<file path="config.mk">
export PLATFORM = sky130hd
export DESIGN_NAME = running_adder
export DESIGN_NICKNAME = d
export VERILOG_FILES = /design/src/rtl/running_adder.sv
export SDC_FILE = /design/constraint.sdc
export NUM_CORES = 1
export LEC_CHECK = 0
export ABC_AREA = 1
export BUFFER_PORTS_ARGS = -buffer_cell sky130_fd_sc_hd__buf_2
export CAP_MARGIN = 20
export CORE_MARGIN = 10
export CORE_UTILIZATION = 35
export DETAILED_ROUTE_END_ITERATION = 6
export PLACE_DENSITY_LB_ADDON = 0.3
export RECOVER_POWER = 100
export REMOVE_ABC_BUFFERS = 1
export SLEW_MARGIN = 5
export SYNTH_ARGS = -nofsm -noshare
export SYNTH_HDL_FRONTEND = slang
export SYNTH_SLANG_ARGS = --single-unit
</file>
<file path="constraint.sdc">
create_clock -name clk -period 2.61 [get_ports clk]
set_input_delay 0.3915 -clock clk [delete_from_list [all_inputs] [get_ports clk]]
set_output_delay 0.3915 -clock clk [all_outputs]
set_load 0.02 [all_outputs]
</file>
<file path="src/rtl/running_adder.sv">
`default_nettype none
// ============================================================================
// Module   : running_adder
// Purpose  : Two-stage pipelined add/subtract unit with valid/ready handshake.
//            Stage 1 forms the raw WIDTH+1-bit sum or difference (carry or
//            borrow in the top bit). Stage 2 applies the per-transaction mode
//            correction (wrap, modulo LIMIT, saturate, accumulate) and drives
//            the registered outputs.
// Ports    : clk, rst             - clock, synchronous active-high reset
//            in_valid / in_ready  - operand handshake (a, b, sub, mode)
//            out_valid / out_ready- result handshake (sum, carry, ovf, err)
//            a, b                 - unsigned operands (b unused in mode 11)
//            sub                  - 0 add, 1 subtract
//            mode                 - 00 wrap, 01 modulo, 10 saturate, 11 acc
//            sum                  - corrected result
//            carry                - raw carry (add) / borrow (sub)
//            ovf                  - modulo correction or clamp applied
//            err                  - operand out of range in modulo mode
// Revision : 1.0 - initial release
// ============================================================================
module running_adder #(
  parameter int WIDTH = 10,
  parameter int LIMIT = 640
) (
  input  logic             clk,
  input  logic             rst,
  input  logic             in_valid,
  output logic             in_ready,
  input  logic [WIDTH-1:0] a,
  input  logic [WIDTH-1:0] b,
  input  logic             sub,
  input  logic [1:0]       mode,
  output logic             out_valid,
  input  logic             out_ready,
  output logic [WIDTH-1:0] sum,
  output logic             carry,
  output logic             ovf,
  output logic             err
);

  // LIMIT may equal 2^WIDTH, so the bounds are held one bit wider.
  localparam logic [WIDTH:0] LIM    = (WIDTH+1)'(LIMIT);
  localparam logic [WIDTH:0] LIM_M1 = (WIDTH+1)'(LIMIT - 1);

  localparam logic [1:0] MODE_WRAP = 2'b00;
  localparam logic [1:0] MODE_MOD  = 2'b01;
  localparam logic [1:0] MODE_SAT  = 2'b10;
  localparam logic [1:0] MODE_ACC  = 2'b11;

  // Whole pipeline advances together; a stalled output freezes both stages.
  logic adv;
  logic take;
  assign adv      = !out_valid || out_ready;
  assign in_ready = adv;
  assign take     = in_valid && adv;

  // --------------------------------------------------------------------------
  // Stage 1: raw arithmetic
  // --------------------------------------------------------------------------
  logic [WIDTH-1:0] acc;
  logic [WIDTH:0]   opx;
  logic [WIDTH:0]   opy;
  logic [WIDTH:0]   raw_d;
  logic             range_err_d;

  always_comb begin
    opx = {1'b0, a};
    opy = {1'b0, b};
    // Accumulate mode operates on acc and a; b is ignored.
    if (mode == MODE_ACC) begin
      opx = {1'b0, acc};
      opy = {1'b0, a};
    end
    // Zero-extended WIDTH+1-bit subtraction leaves the borrow in the top bit.
    raw_d       = sub ? (opx - opy) : (opx + opy);
    range_err_d = (mode == MODE_MOD) && (({1'b0, a} >= LIM) || ({1'b0, b} >= LIM));
  end

  logic             v1;
  logic [WIDTH:0]   raw1;
  logic [1:0]       mode1;
  logic             sub1;
  logic             err1;

  always_ff @(posedge clk) begin
    if (rst) begin
      v1    <= 1'b0;
      raw1  <= '0;
      mode1 <= 2'b00;
      sub1  <= 1'b0;
      err1  <= 1'b0;
      acc   <= '0;
    end else begin
      if (adv) begin
        v1 <= in_valid;
      end
      if (take) begin
        raw1  <= raw_d;
        mode1 <= mode;
        sub1  <= sub;
        err1  <= range_err_d;
        // acc is updated at acceptance so a following accumulate
        // transaction in the very next cycle already sees the new value.
        if (mode == MODE_ACC) begin
          acc <= raw_d[WIDTH-1:0];
        end
      end
    end
  end

  // --------------------------------------------------------------------------
  // Stage 2: mode correction
  // --------------------------------------------------------------------------
  logic [WIDTH:0]   minus_lim;
  logic [WIDTH-1:0] sum_d;
  logic             ovf_d;
  logic             err_d;

  assign minus_lim = raw1 - LIM;

  always_comb begin
    sum_d = raw1[WIDTH-1:0];
    ovf_d = 1'b0;
    err_d = 1'b0;
    case (mode1)
      MODE_MOD: begin
        if (err1) begin
          sum_d = '0;
          err_d = 1'b1;
        end else if (sub1) begin
          // Negative difference: add LIMIT back. The true result lies in
          // [0, LIMIT), so working modulo 2^WIDTH is exact (and covers
          // LIMIT == 2^WIDTH, where the low bits of LIM are zero).
          if (raw1[WIDTH]) begin
            sum_d = raw1[WIDTH-1:0] + LIM[WIDTH-1:0];
            ovf_d = 1'b1;
          end
        end else if (raw1 >= LIM) begin
          sum_d = minus_lim[WIDTH-1:0];
          ovf_d = 1'b1;
        end
      end
      MODE_SAT: begin
        if (sub1) begin
          if (raw1[WIDTH]) begin
            sum_d = '0;
            ovf_d = 1'b1;
          end
        end else if (raw1 > LIM_M1) begin
          sum_d = LIM_M1[WIDTH-1:0];
          ovf_d = 1'b1;
        end
      end
      default: begin
        // Wrap and accumulate deliver the raw low bits unchanged.
      end
    endcase
  end

  always_ff @(posedge clk) begin
    if (rst) begin
      out_valid <= 1'b0;
      sum       <= '0;
      carry     <= 1'b0;
      ovf       <= 1'b0;
      err       <= 1'b0;
    end else if (adv) begin
      out_valid <= v1;
      // Bubbles leave the last result on the pins rather than loading junk.
      if (v1) begin
        sum   <= sum_d;
        carry <= raw1[WIDTH];
        ovf   <= ovf_d;
        err   <= err_d;
      end
    end
  end

endmodule
`default_nettype wire

</file>
==> flow_metrics.py, run 1 <==
metrics = {
    "status": {
        "status": "finished, final reports clean",
    },
    "setup_path": {
        "cpMostUsedCell": "nand2_1",
        "cp_slowest_stage_delay_ns": 0.35,
        "worstSetupEndpointType": "flop",
        "cp_max_fo": 7,
        "arrival_ns": 2.57,
        "critPathRequiredTime_ns": 2.80,
        "crit_chain": "buf_6 > nand2_8 > buf_4 > o21ai_2 > nand2_1 > nor2_2 > nand2_2 > nor2_2 > nand3_1 > nand2_1 > xnor2_1 > ha_1 > buf_4 > a21oi_2 > nand2_1 > nor3_2 > nor2_1 > o21ai_1 > inv_1",
        "crit_buf_inv": 4,
        "start_kind": "primary input",
        "critical-path-top-delay-family": "simple AND/OR/NAND/NOR gates",
        "cpMaxStageDelayCell": "ha_1",
        "worstSetupPathType": "in -> reg",
        "r2r_setup_slack_ns": 0.58,
    },
    "logic_synthesis": {
        "synth_commonest_cells": "132 x nand2_1, 66 x inv_1, 57 x a21oi_1",
        "synth_edf_count": 0,
        "synth_top_area_share": 0.282,
        "yosysWarningCount": 0,
        "synth_most_common_cell": "nand2_1",
        "seq_area_frac_synth": 0.282,
        "synthesis.area_mm2": 0.00284,
        "async_flop_share": 0,
        "synth.area.top_cells": "dfxtp_1 28%, nand2_1 17%, a21oi_1 10%",
        "yosys.area.top_type": "dfxtp_1",
        "syn_avg_cell_area_um2": 6.20,
        "ys_dominant_reg_cell": "dfxtp_1",
        "synth-seq-cells": 40,
        "syn_inst": 458,
        "synthDistinctLibCells": 30,
    },
    "placed_design": {
        "pre_cts_ws_ns": -0.229,
        "hpwl_mm": 5.91,
        "globalplace.congestion": 0.921,
        "numPortBuffers": 41,
    },
    "power_and_ir_drop": {
        "clkPwrFrac": 0.210,
        "seqPwrFrac": 0.384,
        "internal_power_mw": 1.17,
        "p_sw_uw": 680,
        "power_density_mw_per_mm2": 522,
        "p_sw_frac": 0.368,
        "ir_drop_uv": 192,
        "combPwrFrac": 0.405,
        "power_leakage_nw": 1.73,
    },
    "timing": {
        "finalMaxSlewViolations": 0,
        "hold_viol_final": 0,
        "fin_worst_skew_ns": 0.00838,
        "min_period_ns": 2.38,
        "whs_ns": 0.375,
        "tightest_slew_ns": 0.728,
        "post-route-period-util": 0.912,
        "slew_headroom": 0.513,
        "setup_viol": 0,
        "fin_ws_ns": 0.231,
        "rsz0062_at_grt": "false",
        "max_clock_freq_mhz": 420,
    },
    "floorplanning": {
        "io_pins": 42,
        "num_rows": 32,
        "die_x_um": 110,
        "dieArea_mm2": 0.0121,
        "core_area_mm2": 0.00781,
        "initial_utilization": 0.364,
        "die_h_um": 110,
    },
    "grt": {
        "grt_pass1_wl_mm": 12.0,
        "grt_antenna_before_repair": 0,
        "met3_usage": 0.0215,
        "use_met2": 0.203,
        "gr-usage-met1": 0.152,
        "gr-usage-all-layers": 0.121,
        "gr-max-usage-layer": "met2",
        "grt_overflow": 0,
        "grt_max_degree": 26,
        "grt_pass1_vias": 2769,
    },
    "clock_network": {
        "root_buffer": "clkbuf_8",
        "clock-sinks": 40,
        "clockBufferDepth": 2,
        "cts_tree": "yes",
        "htreeDepth": 2,
        "cts_buffers": 5,
        "clk_pin_slew_ns": 0.08,
        "clkLatencyLatePin_ns": 0.29,
    },
    "layout": {
        "area_delta_synth_final_pct": 24.6,
        "antennaDiodeCount": 0,
        "multi_input_area_mm2": 0.00178,
        "nNetsFinal": 576,
        "seq_area_um2": 801,
        "drive_above_1_share": 0.169,
        "nFillCells": 876,
    },
    "detailed_routing": {
        "ant_nets": 0,
        "wl_per_cell_um": 11.9,
        "vias_per_cell": 4.63,
        "drt_iter0_drc": 86,
        "route.detailed.drc": 0,
        "drt_first_pass_iters": 7,
        "drt_wl_total_mm": 7.55,
        "vias": 2936,
    },
    "job": {
        "maxCapViolCount": 0,
    },
    "hold_path": {
        "hold_path_class": "in -> reg",
    },
}
==> final cells by class <==
| class | instances | share of cell area |
|---|---|---|
| well taps | 102 | 0.0361 |
| flip-flops and latches | 40 | 0.226 |
| repair buffers | 80 | 0.141 |
| inverters | 68 | 0.0721 |
| clock buffers | 6 | 0.0205 |
| multi-input cells | 337 | 0.502 |
| clock inverters | 1 | 0.00141 |
==> logic make-up (layout without fill, tap and decap cells) <==
group	count (synthesis)	in the layout	synth area share
buffers and inverters	82	155	0.112
AO/OA/AOI/OAI	107	107	0.200
flip-flops	40	40	0.282
XOR/XNOR	16	16	0.0493
adder cells (fa/ha/maj)	17	17	0.0775
AND/OR/NAND/NOR	196	197	0.279
==> routing by layer <==
layer,vias to the layer above,share of wire
met5,-,0
met4,0,0.013
met3,8,0.042
met2,52,0.46
met1,1273,0.48
li1,1603,-
==> registers in the layout, summed over array words and instances, names as in the netlist <==
| register | cells |
|---|---|
| err1 | 1 |
| raw1 | 11 |
| out_valid | 1 |
| acc | 10 |
| mode1 | 2 |
| err | 1 |
| v1 | 1 |
| carry | 1 |
| sub1 | 1 |
| sum | 10 |
| ovf | 1 |
==> worst paths after layout <==
kind / startpoint / end / depth (start not counted)
worst max-delay path: mode[1] / raw1[10] / 19
worst min-delay path: out_ready / v1 / 4
worst max register to register: acc[1] / acc[8] / 11
worst min register to register: v1 / v1 / 2
==> cell usage in the layout, fill, tap and decap left out, types with 2 or more instances in the layout <==
master	instances
a211oi_1	3
a21oi_1	55
a21oi_2	2
buf_2	24
buf_4	33
buf_6	3
clkbuf_1	18
clkbuf_4	2
clkbuf_8	5
clkinv_1	2
dfxtp_1	40
ha_1	16
inv_1	66
nand2_1	131
nand2_2	3
nand3_1	16
nand3b_1	2
nand4_1	2
nor2_1	32
nor2_2	5
o21ai_0	28
o21ai_1	10
o21ai_2	5
xnor2_1	6
xor2_1	10
==> stage by stage <==
step | util | instances | TNS [ns] | area, um2 | total power [mW]
2_1_floorplan | - | 444 | 0 | 2780 | 1.18
3_3_place_gp | 0.435 | 624 | -1.34 | 3400 | 1.44
3_5_place_dp | 0.435 | 624 | -2.10 | 3400 | 1.44
4_1_cts | 0.445 | 631 | 0 | 3480 | 1.84
5_1_grt | 0.453 | 634 | 0 | 3540 | 2.00
6_report | 0.453 | 634 | 0 | 3540 | 1.85
==> power groups by stage <==
| stage | sequential (mW) | combinational, mW | clock (mW) |
|---|---|---|---|
| final | 0.710 | 0.749 | 0.389 |
| after global routing | 0.718 | 0.857 | 0.423 |
| after CTS | 0.709 | 0.724 | 0.404 |
| after detailed placement | 0.723 | 0.721 | 0 |
| after global placement | 0.722 | 0.717 | 0 |
| after floorplan | 0.727 | 0.449 | 0 |
==> worst register-to-register path, cell delays in order (launching register included) <==
cell     delay [ns]
dfxtp_1        0.33
inv_1          0.04
o21ai_0        0.23
inv_1          0.10
fa_1           0.44
o21ai_0        0.18
buf_4          0.14
nand3_1        0.06
nand2_1        0.07
xor2_1         0.18
nand2_1        0.07
a21oi_1        0.12
==> timing repair <==
item                                    in CTS  in global routing
hold buffers                                 0                  0
buffers inserted                             0                  2
resized for setup                            0                 19
endpoints found under the setup margin       0                 15
Power figures use the tool's default switching activity.
==> run 2: changes to the inputs <==
- ABC_AREA: 1 -> 0
- CORE_UTILIZATION: 35 -> 52
==> flow_metrics.py, run 2 <==
metrics = {
    "status": {
        "status": "finished, final reports clean",
    },
    "timing": {
        "fin_worst_skew_ns": 0.0118,
        "rsz0062_at_grt": "true",
        "tightest_slew_ns": 0.845,
        "finalMaxSlewViolations": 0,
        "whs_ns": 0.442,
        "slew_headroom": 0.437,
        "hold_viol_final": 0,
        "min_period_ns": 2.55,
        "post-route-period-util": 0.976,
        "max_clock_freq_mhz": 393,
        "setup_viol": 0,
    },
    "clock_network": {
        "clkLatencyLatePin_ns": 0.30,
        "clockBufferDepth": 2,
        "htreeDepth": 2,
        "root_buffer": "clkbuf_8",
        "cts_tree": "yes",
        "hold_buffers": 0,
        "cts_buffers": 5,
        "clk_pin_slew_ns": 0.08,
        "clock-sinks": 40,
    },
    "layout": {
        "post-route-cell-area_mm2": 0.00349,
        "nNetsFinal": 455,
        "top_register": "raw1",
        "final_cell_mix": "51 x nand2_1, 40 x dfxtp_1, 39 x buf_4",
        "area_delta_synth_final_pct": 28.6,
        "final_common_cell": "nand2_1",
        "antennaDiodeCount": 0,
        "post-route-util": 0.687,
        "drive_above_1_share": 0.269,
        "fin_cells": 482,
        "largest_reg_flops": 11,
        "top_regs": "raw1 x11, acc x10, sum x10",
    },
    "power_and_ir_drop": {
        "power_density_mw_per_mm2": 534,
        "power_leakage_nw": 1.44,
        "ir_drop_uv": 244,
        "totalPowerFinal_mw": 1.86,
    },
    "grt": {
        "grt_pass1_wl_mm": 10.8,
        "grt_max_degree": 51,
        "grt_pass1_vias": 2483,
        "grt_overflow": 0,
        "gr-usage-all-layers": 0.147,
        "grt_antenna_before_repair": 0,
    },
    "detailed_routing": {
        "route.detailed.drc": 0,
        "wl_per_cell_um": 13.8,
        "drt_iter0_drc": 169,
        "vias": 2631,
        "drt_wl_total_mm": 6.64,
        "ant_nets": 0,
        "drt_first_pass_iters": 4,
        "vias_per_cell": 5.46,
    },
    "setup_path": {
        "worstSetupPathType": "in -> reg",
        "r2r_setup_slack_ns": 0.45,
        "start_kind": "primary input",
        "worstSetupEndpointType": "flop",
        "arrival_ns": 2.79,
        "cp_max_fo": 4,
        "critPathRequiredTime_ns": 2.86,
    },
    "logic_synthesis": {
        "ys_dominant_reg_cell": "dfxtp_1",
        "synth_top_area_share": 0.295,
        "yosysWarningCount": 0,
        "synth_commonest_cells": "52 x nand2_1, 40 x dfxtp_1, 33 x a21oi_1",
        "synth.area.top_cells": "dfxtp_1 30%, ha_1 7.4%, nand2_1 7.2%",
        "syn_avg_cell_area_um2": 8.05,
        "synth_edf_count": 0,
        "synthDistinctLibCells": 49,
        "syn_inst": 337,
        "synth_most_common_cell": "nand2_1",
        "seq_area_frac_synth": 0.295,
        "synthesis.area_mm2": 0.00271,
        "synth-seq-cells": 40,
        "async_flop_share": 0,
        "yosys.area.top_type": "dfxtp_1",
    },
    "floorplanning": {
        "core_area_mm2": 0.00507,
        "die_x_um": 92.2,
        "io_pins": 42,
        "dieArea_mm2": 0.00850,
        "initial_utilization": 0.534,
        "die_h_um": 92.2,
        "num_rows": 26,
    },
    "placed_design": {
        "placed_cells": 470,
        "globalplace.congestion": 0.899,
        "hpwl_mm": 5.00,
        "numPortBuffers": 41,
        "place_area_mm2": 0.00323,
    },
    "hold_path": {
        "hold_path_class": "in -> reg",
    },
    "job": {
        "maxCapViolCount": 0,
    },
}
run 2: cell types whose count changed in the layout (fill, tap and decap cells not counted), moves of 7 or more:
| cell | delta |
|---|---|
| mux2_2 | +9 |
| a21oi_1 | -25 |
| nand3_1 | -10 |
| a211oi_1 | +8 |
| o21ai_0 | -19 |
| nand2_1 | -80 |
| o21ai_1 | -7 |
| inv_1 | -55 |
| mux2i_1 | +10 |
run 2: through the flow:
| stage | setup TNS (ns) | setup slack (ns) |
|---|---|---|
| final | 0 | 0.0634 |
| after global routing | -0.803 | -0.114 |
| after CTS | -0.0000664 | -0.0000664 |
| after detailed placement | -4.26 | -0.449 |
| after global placement | -3.45 | -0.350 |
| after floorplan | -2.94 | -0.436 |
run 2: layer usage:
metal,share of wire,track usage
met1,0.45,0.176
met4,0.013,0.0488
met3,0.042,0.0342
met2,0.50,0.252
met5,0,0
run 2: path summary, 6_finish.rpt:
check | cells after the start | from | to
max | 14 | mode[1] | acc[9]
min | 3 | sub | sub1
min reg2reg | 2 | err | err
max reg2reg | 9 | acc[2] | acc[6]
run 2: cell type report:
cell class,instances,area [um2]
clock inverter,2,16.3
multi-input combinational,269,1920
clock buffer,6,72.6
tap,70,87.6
sequential,40,801
fill,441,1590
inverter,11,41.3
timing repair buffer,84,546
run 2: kinds of logic (layout without fill, tap and decap cells):
kind of cell,count (synthesis),after routing,share of synthesized area
AO/OA/AOI/OAI,86,86,0.213
buffers and inverters,28,103,0.0401
adder cells (fa/ha/maj),17,17,0.0812
flip-flops,40,40,0.295
AND/OR/NAND/NOR,128,128,0.231
XOR/XNOR,15,15,0.0485
multiplexers,23,23,0.0909
run 2: where the power goes:
| group | internal (mW) | switching, mW | total [mW] |
|---|---|---|---|
| clock network | 0.190 | 0.220 | 0.410 |
| registers | 0.664 | 0.0562 | 0.720 |
| logic | 0.354 | 0.378 | 0.733 |
| total | 1.21 | 0.655 | 1.86 |
run 2: critical path: stages:
cell,delay (ns)
buf_8,0.11
nand2_8,0.09
buf_12,0.11
mux2i_4,0.23
nor3b_4,0.29
a21oi_2,0.09
xor2_1,0.17
ha_1,0.34
nand2_1,0.07
o21ai_1,0.11
o21ai_1,0.10
o21a_1,0.21
or4_1,0.40
nand3_1,0.09
run 2: repair_timing:
action | 4_1_cts | 5_1_grt
setup endpoints to repair | 8 | 11
setup buffers | 0 | 4
pin swaps | 1 | 14
gates resized for setup | 7 | 29
==> run 3: changes to the inputs <==
- HOLD_SLACK_MARGIN: not set -> 0.1
- RECOVER_POWER: 100 -> 50
==> flow_metrics.py, run 3 (same netlist as run 2, synthesis figures left out) <==
metrics = {
    "layout": {
        "post-route-util": 0.687,
        "area_delta_synth_final_pct": 28.7,
        "largest_reg_flops": 11,
        "nNetsFinal": 455,
        "final_common_cell": "nand2_1",
        "top_register": "raw1",
        "top_regs": "raw1 x11, acc x10, sum x10",
        "final_cell_mix": "51 x nand2_1, 40 x dfxtp_1, 40 x buf_4",
        "drive_above_1_share": 0.272,
        "antennaDiodeCount": 0,
        "fin_cells": 482,
    },
    "status": {
        "status": "finished, final reports clean",
    },
    "floorplanning": {
        "initial_utilization": 0.534,
        "die_h_um": 92.2,
        "die_x_um": 92.2,
        "num_rows": 26,
        "core_area_mm2": 0.00507,
        "dieArea_mm2": 0.00850,
        "io_pins": 42,
    },
    "detailed_routing": {
        "wl_per_cell_um": 13.7,
        "drt_first_pass_iters": 4,
        "route.detailed.drc": 0,
        "ant_nets": 0,
        "vias_per_cell": 5.48,
        "vias": 2640,
        "drt_wl_total_mm": 6.62,
        "drt_iter0_drc": 167,
    },
    "timing": {
        "fin_setup_tns_ns": 0,
        "min_period_ns": 2.55,
        "whs_ns": 0.444,
        "setup_viol": 0,
        "fin_worst_skew_ns": 0.0119,
        "rsz0062_at_grt": "true",
        "slew_headroom": 0.433,
        "hold_viol_final": 0,
        "tightest_slew_ns": 0.851,
        "finalMaxSlewViolations": 0,
        "post-route-period-util": 0.977,
        "max_clock_freq_mhz": 392,
    },
    "setup_path": {
        "crit_buf_inv": 2,
        "cp_max_fo": 4,
        "arrival_ns": 2.80,
        "critical-path-top-delay-family": "simple AND/OR/NAND/NOR gates",
        "start_kind": "primary input",
        "cpMostUsedCell": "o21ai_1",
        "critPathRequiredTime_ns": 2.86,
        "worstSetupPathType": "in -> reg",
        "crit_chain": "buf_8 > nand2_8 > buf_12 > mux2i_4 > nor3b_4 > a21oi_2 > xor2_1 > ha_1 > nand2_1 > o21ai_1 > o21ai_1 > o21a_1 > or4_1 > nand3_1",
        "worstSetupEndpointType": "flop",
        "cpMaxStageDelayCell": "or4_1",
        "cp_slowest_stage_delay_ns": 0.40,
    },
    "grt": {
        "grt_antenna_before_repair": 0,
        "grt_max_degree": 51,
        "gr-usage-all-layers": 0.147,
        "grt_overflow": 0,
        "grt_pass1_wl_mm": 10.8,
        "grt_pass1_vias": 2483,
    },
    "clock_network": {
        "cts_buffers": 5,
        "htreeDepth": 2,
        "cts_tree": "yes",
        "root_buffer": "clkbuf_8",
        "clkLatencyLatePin_ns": 0.30,
        "clockBufferDepth": 2,
        "clock-sinks": 40,
        "clk_pin_slew_ns": 0.08,
        "hold_buffers": 0,
    },
    "job": {
        "maxCapViolCount": 0,
    },
    "power_and_ir_drop": {
        "totalPowerFinal_mw": 1.86,
        "ir_drop_uv": 243,
        "power_density_mw_per_mm2": 534,
        "power_leakage_nw": 1.44,
    },
    "placed_design": {
        "numPortBuffers": 41,
        "hpwl_mm": 5.00,
        "placed_cells": 470,
        "globalplace.congestion": 0.899,
    },
    "hold_path": {
        "hold_path_class": "in -> reg",
    },
}
-- run 3: cell types whose count changed in the layout (fill, tap and decap cells not counted) --
cell | before | now
clkbuf_1 | 16 | 15
buf_2 | 24 | 25
buf_4 | 39 | 40
clkbuf_4 | 1 | 0
-- run 3: power by group --
| group | internal [mW] | switching [mW] |
|---|---|---|
| Sequential | 0.664 | 0.0561 |
| Combinational | 0.355 | 0.379 |
| Clock | 0.190 | 0.219 |
-- run 3: path summary, 6_finish.rpt --
path | to | startpoint | depth (start not counted) | slack (ns)
setup / recovery | acc[9] | mode[1] | 14 | 0.06
hold / removal | sub1 | sub | 3 | 0.44
setup reg to reg | acc[6] | acc[2] | 9 | 0.45
hold reg to reg | err | err | 2 | 0.46
-- run 3: final cells by class --
cell class | instances | area (um2)
clock buffer | 6 | 72.6
inverter | 11 | 41.3
timing repair buffer | 84 | 547
fill | 440 | 1590
multi-input combinational | 269 | 1920
tap | 70 | 87.6
clock inverter | 2 | 16.3
sequential | 40 | 801
-- run 3: metrics by stage --
stage	area [um2]	setup WS [ns]
after floorplan	2640	-0.436
after global placement	3230	-0.350
after detailed placement	3230	-0.449
after CTS	3350	-0.0000664
after global routing	3490	-0.114
final	3490	0.0600
-- run 3: repair_timing --
action	CTS	global route
setup buffers	0	4
endpoints found under the setup margin	8	11
pin swaps	1	14
gates resized for setup	7	29
-- run 3: tightest hold or removal path, stage by stage --
cell and delay, ns:
buf_2 0.18, nand2_1 0.08, a21oi_1 0.05
-- run 3: routing by layer --
metal	part of all wire	vias up	wire [um]	track usage
li1	-	1348	-	-
met1	0.45	1219	2960	0.176
met2	0.49	65	3270	0.252
met3	0.045	8	299	0.0342
met4	0.014	0	94	0.0488
met5	0	-	0	0
